$ cat src/rtl/pc_fetch_unit.sv
// -----------------------------------------------------------------------------
// pc_fetch_unit
//   Program-counter and instruction-fetch stage. Holds the architectural PC,
//   issues one outstanding fetch at a time over a req/gnt/rvalid handshake,
//   presents the fetched instruction to decode, and picks the next PC
//   (sequential, branch/jump target or trap vector) when the instruction
//   retires (instr_valid and not stall).
//
// Ports
//   clk, rst_n            clock, asynchronous active-low reset
//   br_taken, br_target   branch decision and target, used on the retire edge
//   stall                 execute not ready; blocks retirement
//   imem_req, imem_addr   fetch request and address (held stable until gnt)
//   imem_gnt              memory accepted the request
//   imem_rvalid, imem_rdata  fetch data return
//   instr, instr_valid, pc, pc_plus4  instruction presented to decode
//   misalign_exc, exc_pc  one-cycle pulse on a misaligned taken target
//   instret               retired-instruction counter (wraps)
// -----------------------------------------------------------------------------
module pc_fetch_unit #(
  parameter logic [31:0] RESET_PC = 32'h0000_0000,
  parameter logic [31:0] TRAP_PC  = 32'h0000_0100
) (
  input  logic        clk,
  input  logic        rst_n,
  input  logic        br_taken,
  input  logic [31:0] br_target,
  input  logic        stall,
  output logic        imem_req,
  output logic [31:0] imem_addr,
  input  logic        imem_gnt,
  input  logic        imem_rvalid,
  input  logic [31:0] imem_rdata,
  output logic [31:0] instr,
  output logic        instr_valid,
  output logic [31:0] pc,
  output logic [31:0] pc_plus4,
  output logic        misalign_exc,
  output logic [31:0] exc_pc,
  output logic [31:0] instret
);

  localparam logic [31:0] NOP = 32'h0000_0013;

  typedef enum logic [1:0] {
    S_IDLE  = 2'd0,
    S_REQ   = 2'd1,
    S_WAIT  = 2'd2,
    S_VALID = 2'd3
  } state_t;

  state_t      state, state_nx;
  logic [31:0] pc_nx, pc_plus4_nx, instr_nx, addr_nx, exc_pc_nx, instret_nx;
  logic        valid_nx, req_nx, exc_nx;
  logic [31:0] target_pc;
  logic        target_mis;

  // Next-PC selection; only consumed on the retire edge.
  always_comb begin
    target_pc  = pc + 32'd4;
    target_mis = 1'b0;
    if (!br_taken) begin
      target_pc  = pc + 32'd4;
      target_mis = 1'b0;
    end else if (br_target[1:0] == 2'b00) begin
      target_pc  = br_target;
      target_mis = 1'b0;
    end else begin
      // Any non-word-aligned taken target vectors to the trap handler.
      target_pc  = TRAP_PC;
      target_mis = 1'b1;
    end
  end

  // FSM next-state and next-value logic for every registered output.
  always_comb begin
    state_nx    = state;
    pc_nx       = pc;
    pc_plus4_nx = pc_plus4;
    instr_nx    = instr;
    valid_nx    = instr_valid;
    req_nx      = imem_req;
    addr_nx     = imem_addr;
    exc_nx      = 1'b0;
    exc_pc_nx   = exc_pc;
    instret_nx  = instret;
    case (state)
      S_IDLE: begin
        state_nx = S_REQ;
        req_nx   = 1'b1;
        addr_nx  = pc;
        valid_nx = 1'b0;
      end
      S_REQ: begin
        // rvalid is ignored here, even if it arrives together with gnt.
        if (imem_gnt) begin
          state_nx = S_WAIT;
          req_nx   = 1'b0;
        end else begin
          req_nx   = 1'b1;
        end
      end
      S_WAIT: begin
        if (imem_rvalid) begin
          state_nx = S_VALID;
          instr_nx = imem_rdata;
          valid_nx = 1'b1;
        end else begin
          valid_nx = 1'b0;
        end
      end
      S_VALID: begin
        if (!stall) begin
          state_nx    = S_REQ;
          valid_nx    = 1'b0;
          instret_nx  = instret + 32'd1;
          pc_nx       = target_pc;
          pc_plus4_nx = target_pc + 32'd4;
          req_nx      = 1'b1;
          addr_nx     = target_pc;
          if (target_mis) begin
            exc_nx    = 1'b1;
            exc_pc_nx = pc;
          end else begin
            exc_nx    = 1'b0;
          end
        end else begin
          valid_nx = 1'b1;
        end
      end
      default: begin
        state_nx = S_IDLE;
        req_nx   = 1'b0;
        valid_nx = 1'b0;
      end
    endcase
  end

  // State and output registers.
  always_ff @(posedge clk or negedge rst_n) begin
    if (!rst_n) begin
      state        <= S_IDLE;
      pc           <= RESET_PC;
      pc_plus4     <= RESET_PC + 32'd4;
      instr        <= NOP;
      instr_valid  <= 1'b0;
      imem_req     <= 1'b0;
      imem_addr    <= RESET_PC;
      misalign_exc <= 1'b0;
      exc_pc       <= 32'd0;
      instret      <= 32'd0;
    end else begin
      state        <= state_nx;
      pc           <= pc_nx;
      pc_plus4     <= pc_plus4_nx;
      instr        <= instr_nx;
      instr_valid  <= valid_nx;
      imem_req     <= req_nx;
      imem_addr    <= addr_nx;
      misalign_exc <= exc_nx;
      exc_pc       <= exc_pc_nx;
      instret      <= instret_nx;
    end
  end

endmodule

$ cat config.mk
export PLATFORM = sky130hd
export DESIGN_NAME = pc_fetch_unit
export DESIGN_NICKNAME = d
export VERILOG_FILES = /design/src/rtl/pc_fetch_unit.sv
export SDC_FILE = /design/constraint.sdc
export NUM_CORES = 1
export LEC_CHECK = 0
export BUFFER_PORTS_ARGS = -buffer_cell sky130_fd_sc_hd__buf_2
export CAP_MARGIN = 20
export CORE_AREA = 3 3 191 100
export DETAILED_ROUTE_END_ITERATION = 6
export DIE_AREA = 0 0 194 103
export PLACE_DENSITY_LB_ADDON = 0.2
export SLEW_MARGIN = 20
export SYNTH_ARGS = -nofsm -noshare
export SYNTH_HDL_FRONTEND = slang
export SYNTH_SLANG_ARGS = --single-unit
$ cat constraint.sdc
create_clock -name clk -period 5.12 [get_ports clk]
set_input_delay 1.28 -clock clk [delete_from_list [all_inputs] [get_ports clk]]
set_output_delay 1.28 -clock clk [all_outputs]
set_load 0.01 [all_outputs]
==> qor.yml <==
logic_synthesis:
  synth.area.top_cells: "dfrtp_1 48%, mux2_2 7.6%, nand2_1 5.1%"
  synth-edff-count: 0
  yosys.area.top_type_share_pct: 47.6
  yosys_most_used_dff: "dfrtp_1"
  synth_largest_area_cell: "dfrtp_1"
  synth_cells: 1010
  syn_avg_cell_area_um2: 9.94
  yosys_warnings: 0
  syn_area_um2: 10000
  syn_nets: 1088
  async_flop_share_pct: 100
  synth_cell_types: 71
  synth-seq-cells: 195
  seq_area_frac_synth_pct: 48.7
setup_path:
  crit_start: "br_taken"
  r2r_cells: 8
  cp-start-kind: "input port"
  crit_path_end: "pc_plus4[25]$_DFFE_PN0P_"
  critPathRequiredTime_ns: 5.42
  cp-end-kind: "flip-flop"
  path_class: "input port to flip-flop"
  arrival_ns: 4.31
  reg2reg_from: "pc[4]$_DFFE_PN0P_"
  reg2reg_to: "pc_plus4[29]$_DFFE_PN0P_"
  crit_path_max_fanout: 23
  reg2reg_slack_ns: 1.28
final_layout:
  diodes: 0
  area_growth_pct: 19.8
  fin_area_um2: 12000
  layout_common_cells: "263 x buf_2, 191 x dfrtp_1, 136 x nand2_1"
  nFillCells: 1364
  drive_gt1_share_pct: 31.9
  final_util_pct: 69.3
  final_cells: 1478
  final_common_cell: "buf_2"
  final_nets: 1309
timing:
  finalSetupViolCount: 0
  hold_viol_final: 0
  min_period_over_period_pct: 78.3
  fin_setup_tns_ns: 0
  fmax_ghz: 0.250
  clock_skew_ns: 0.0165
  fin_crit_ns: 4.01
  worstMarginPinSlew_ns: 0.944
  slew_violations: 0
  rsz0062_at_grt: "no"
  slew_headroom_pct: 36.7
min_path:
  worstHoldStart: "instret[31]$_DFFE_PN0P_"
  hold_class: "flip-flop to flip-flop"
grt:
  grt_pass1_wl_um: 46000
  grt_pass1_vias: 8445
  grt_usage_pct: 29.1
  grt_overflow: 0
  grt_max_degree: 116
  antenna_found_initial: 2
power:
  total_power_mw: 6.95
  power_density_nw_per_um2: 578
  p_leak_nw: 5.76
  ir_worst_vdd_v: 0.000345
place:
  dpl.hpwl_um: 21000
  port-buffer-count: 264
  place.gp.congestion: 0.916
  dp_cells: 1446
  placed_area_um2: 11400
clock_network:
  cts-hold-fix-buffers: 0
  root_buffer: "clkbuf_16"
  cts_resized: 0
  cts_buffers: 17
  cts_num_sinks: 195
  clock_path_buffers: 2
  cts.reportedPaths.clkPinSlew_ns: 0.07
  cts_setup_buffers: 0
  h-tree-depth: 4
  clock_latency_ns: 0.44
  cts_tree: "yes"
flow_run:
  cap_violations: 0
floorplanning:
  dieHeight_um: 103
  design.core.area_um2: 17400
  die_width_um: 194
  dieArea_um2: 20000
  io_pins: 265
  initial_utilization_pct: 57.8
  std_cell_rows: 34
route:
  drt_iter0_drc: 642
  drtAntennaViolNets: 0
  drcViolationCount: 0
  vias: 8676
  via_per_inst: 5.87
  dr.pass1.iters: 5
  wl_um: 29200
  wl_per_cell_um: 19.8
status:
  status: "finished clean"
[area by class of cell]
class	instances	area [um2]	share of cell area [%]
Inverter	16	60.1	0.499
Clock inverter	12	144	1.20
Multi-Input combinational cell	724	4760	39.6
Tap cell	234	293	2.43
Sequential cell	195	4880	40.6
Timing Repair Buffer	277	1430	11.9
Clock buffer	20	457	3.80
[where the power goes]
part           internal (mW)  total, mW  leakage (nW)  switching [mW]
logic                   1.18       2.77          2.98            1.59
clock network          0.758       1.38         0.290           0.627
registers               2.17       2.80          2.49           0.629
[synthesized netlist by cell type, drive strengths merged, types with 5 or more instances]
library cell    n
nor4           13
nand4          25
dfrtp         191
ha              8
buf            33
nor2           46
and3           18
mux2i          19
a22oi           9
clkbuf         42
o21ai          70
nor3           13
inv            15
mux2           68
o211ai          5
xor2           25
and4            8
a21oi          50
nand2b          6
a211oi         32
nand2         136
xnor2          35
nor2b          39
nand3          32
[layer usage]
metal | part of all wire (%) | vias to the layer above | track usage, %
met5 | 0.058 | - | 0
met4 | 1.5 | 4 | 7.28
met3 | 8.6 | 39 | 7.93
met2 | 47 | 326 | 47.2
met1 | 43 | 4266 | 39.6
li1 | - | 4041 | -
[critical path: stages]
cell,delay [ns]
buf_2,0.33
nor3b_2,0.55
buf_4,0.32
a221oi_1,0.18
a311o_1,0.41
a2111o_1,0.46
or4_1,0.53
xor2_1,0.15
o21ai_1,0.07
[cell families after synthesis]
| logic type | synth area share [%] |
|---|---|
| flops | 48.7 |
| compound gates | 13.1 |
| xor+xnor | 5.24 |
| buf+inv | 4.14 |
| mux | 9.53 |
| simple gates | 18.3 |
| fa+ha+maj | 0.998 |
[registers in the layout, indices dropped and copies added, names as in the netlist]
register and cells:
pc 32, misalign_exc 1, imem_addr 32, instr_valid 1
state 2, imem_req 1, exc_pc 32, pc_plus4 30
instr 32, instret 32
[worst min-delay path by stage]
stage	to	slack, ns	cells past startpoint
floorplan	pc_plus4[2]$_DFFE_PN1P_	0.48	2
global placement	instret[31]$_DFFE_PN0P_	0.45	1
detailed placement	instret[31]$_DFFE_PN0P_	0.47	1
CTS	instret[31]$_DFFE_PN0P_	0.48	1
global route	instret[31]$_DFFE_PN0P_	0.49	1
finish	instret[31]$_DFFE_PN0P_	0.48	1
[stage by stage]
stage,setup slack [ns],hold WS (ns)
floorplan,1.32,0.483
global placement,0.785,0.452
detailed placement,0.712,0.466
CTS,1.17,0.478
global route,0.937,0.492
finish,1.11,0.478
No activity file was read; power rests on OpenSTA's default activity.
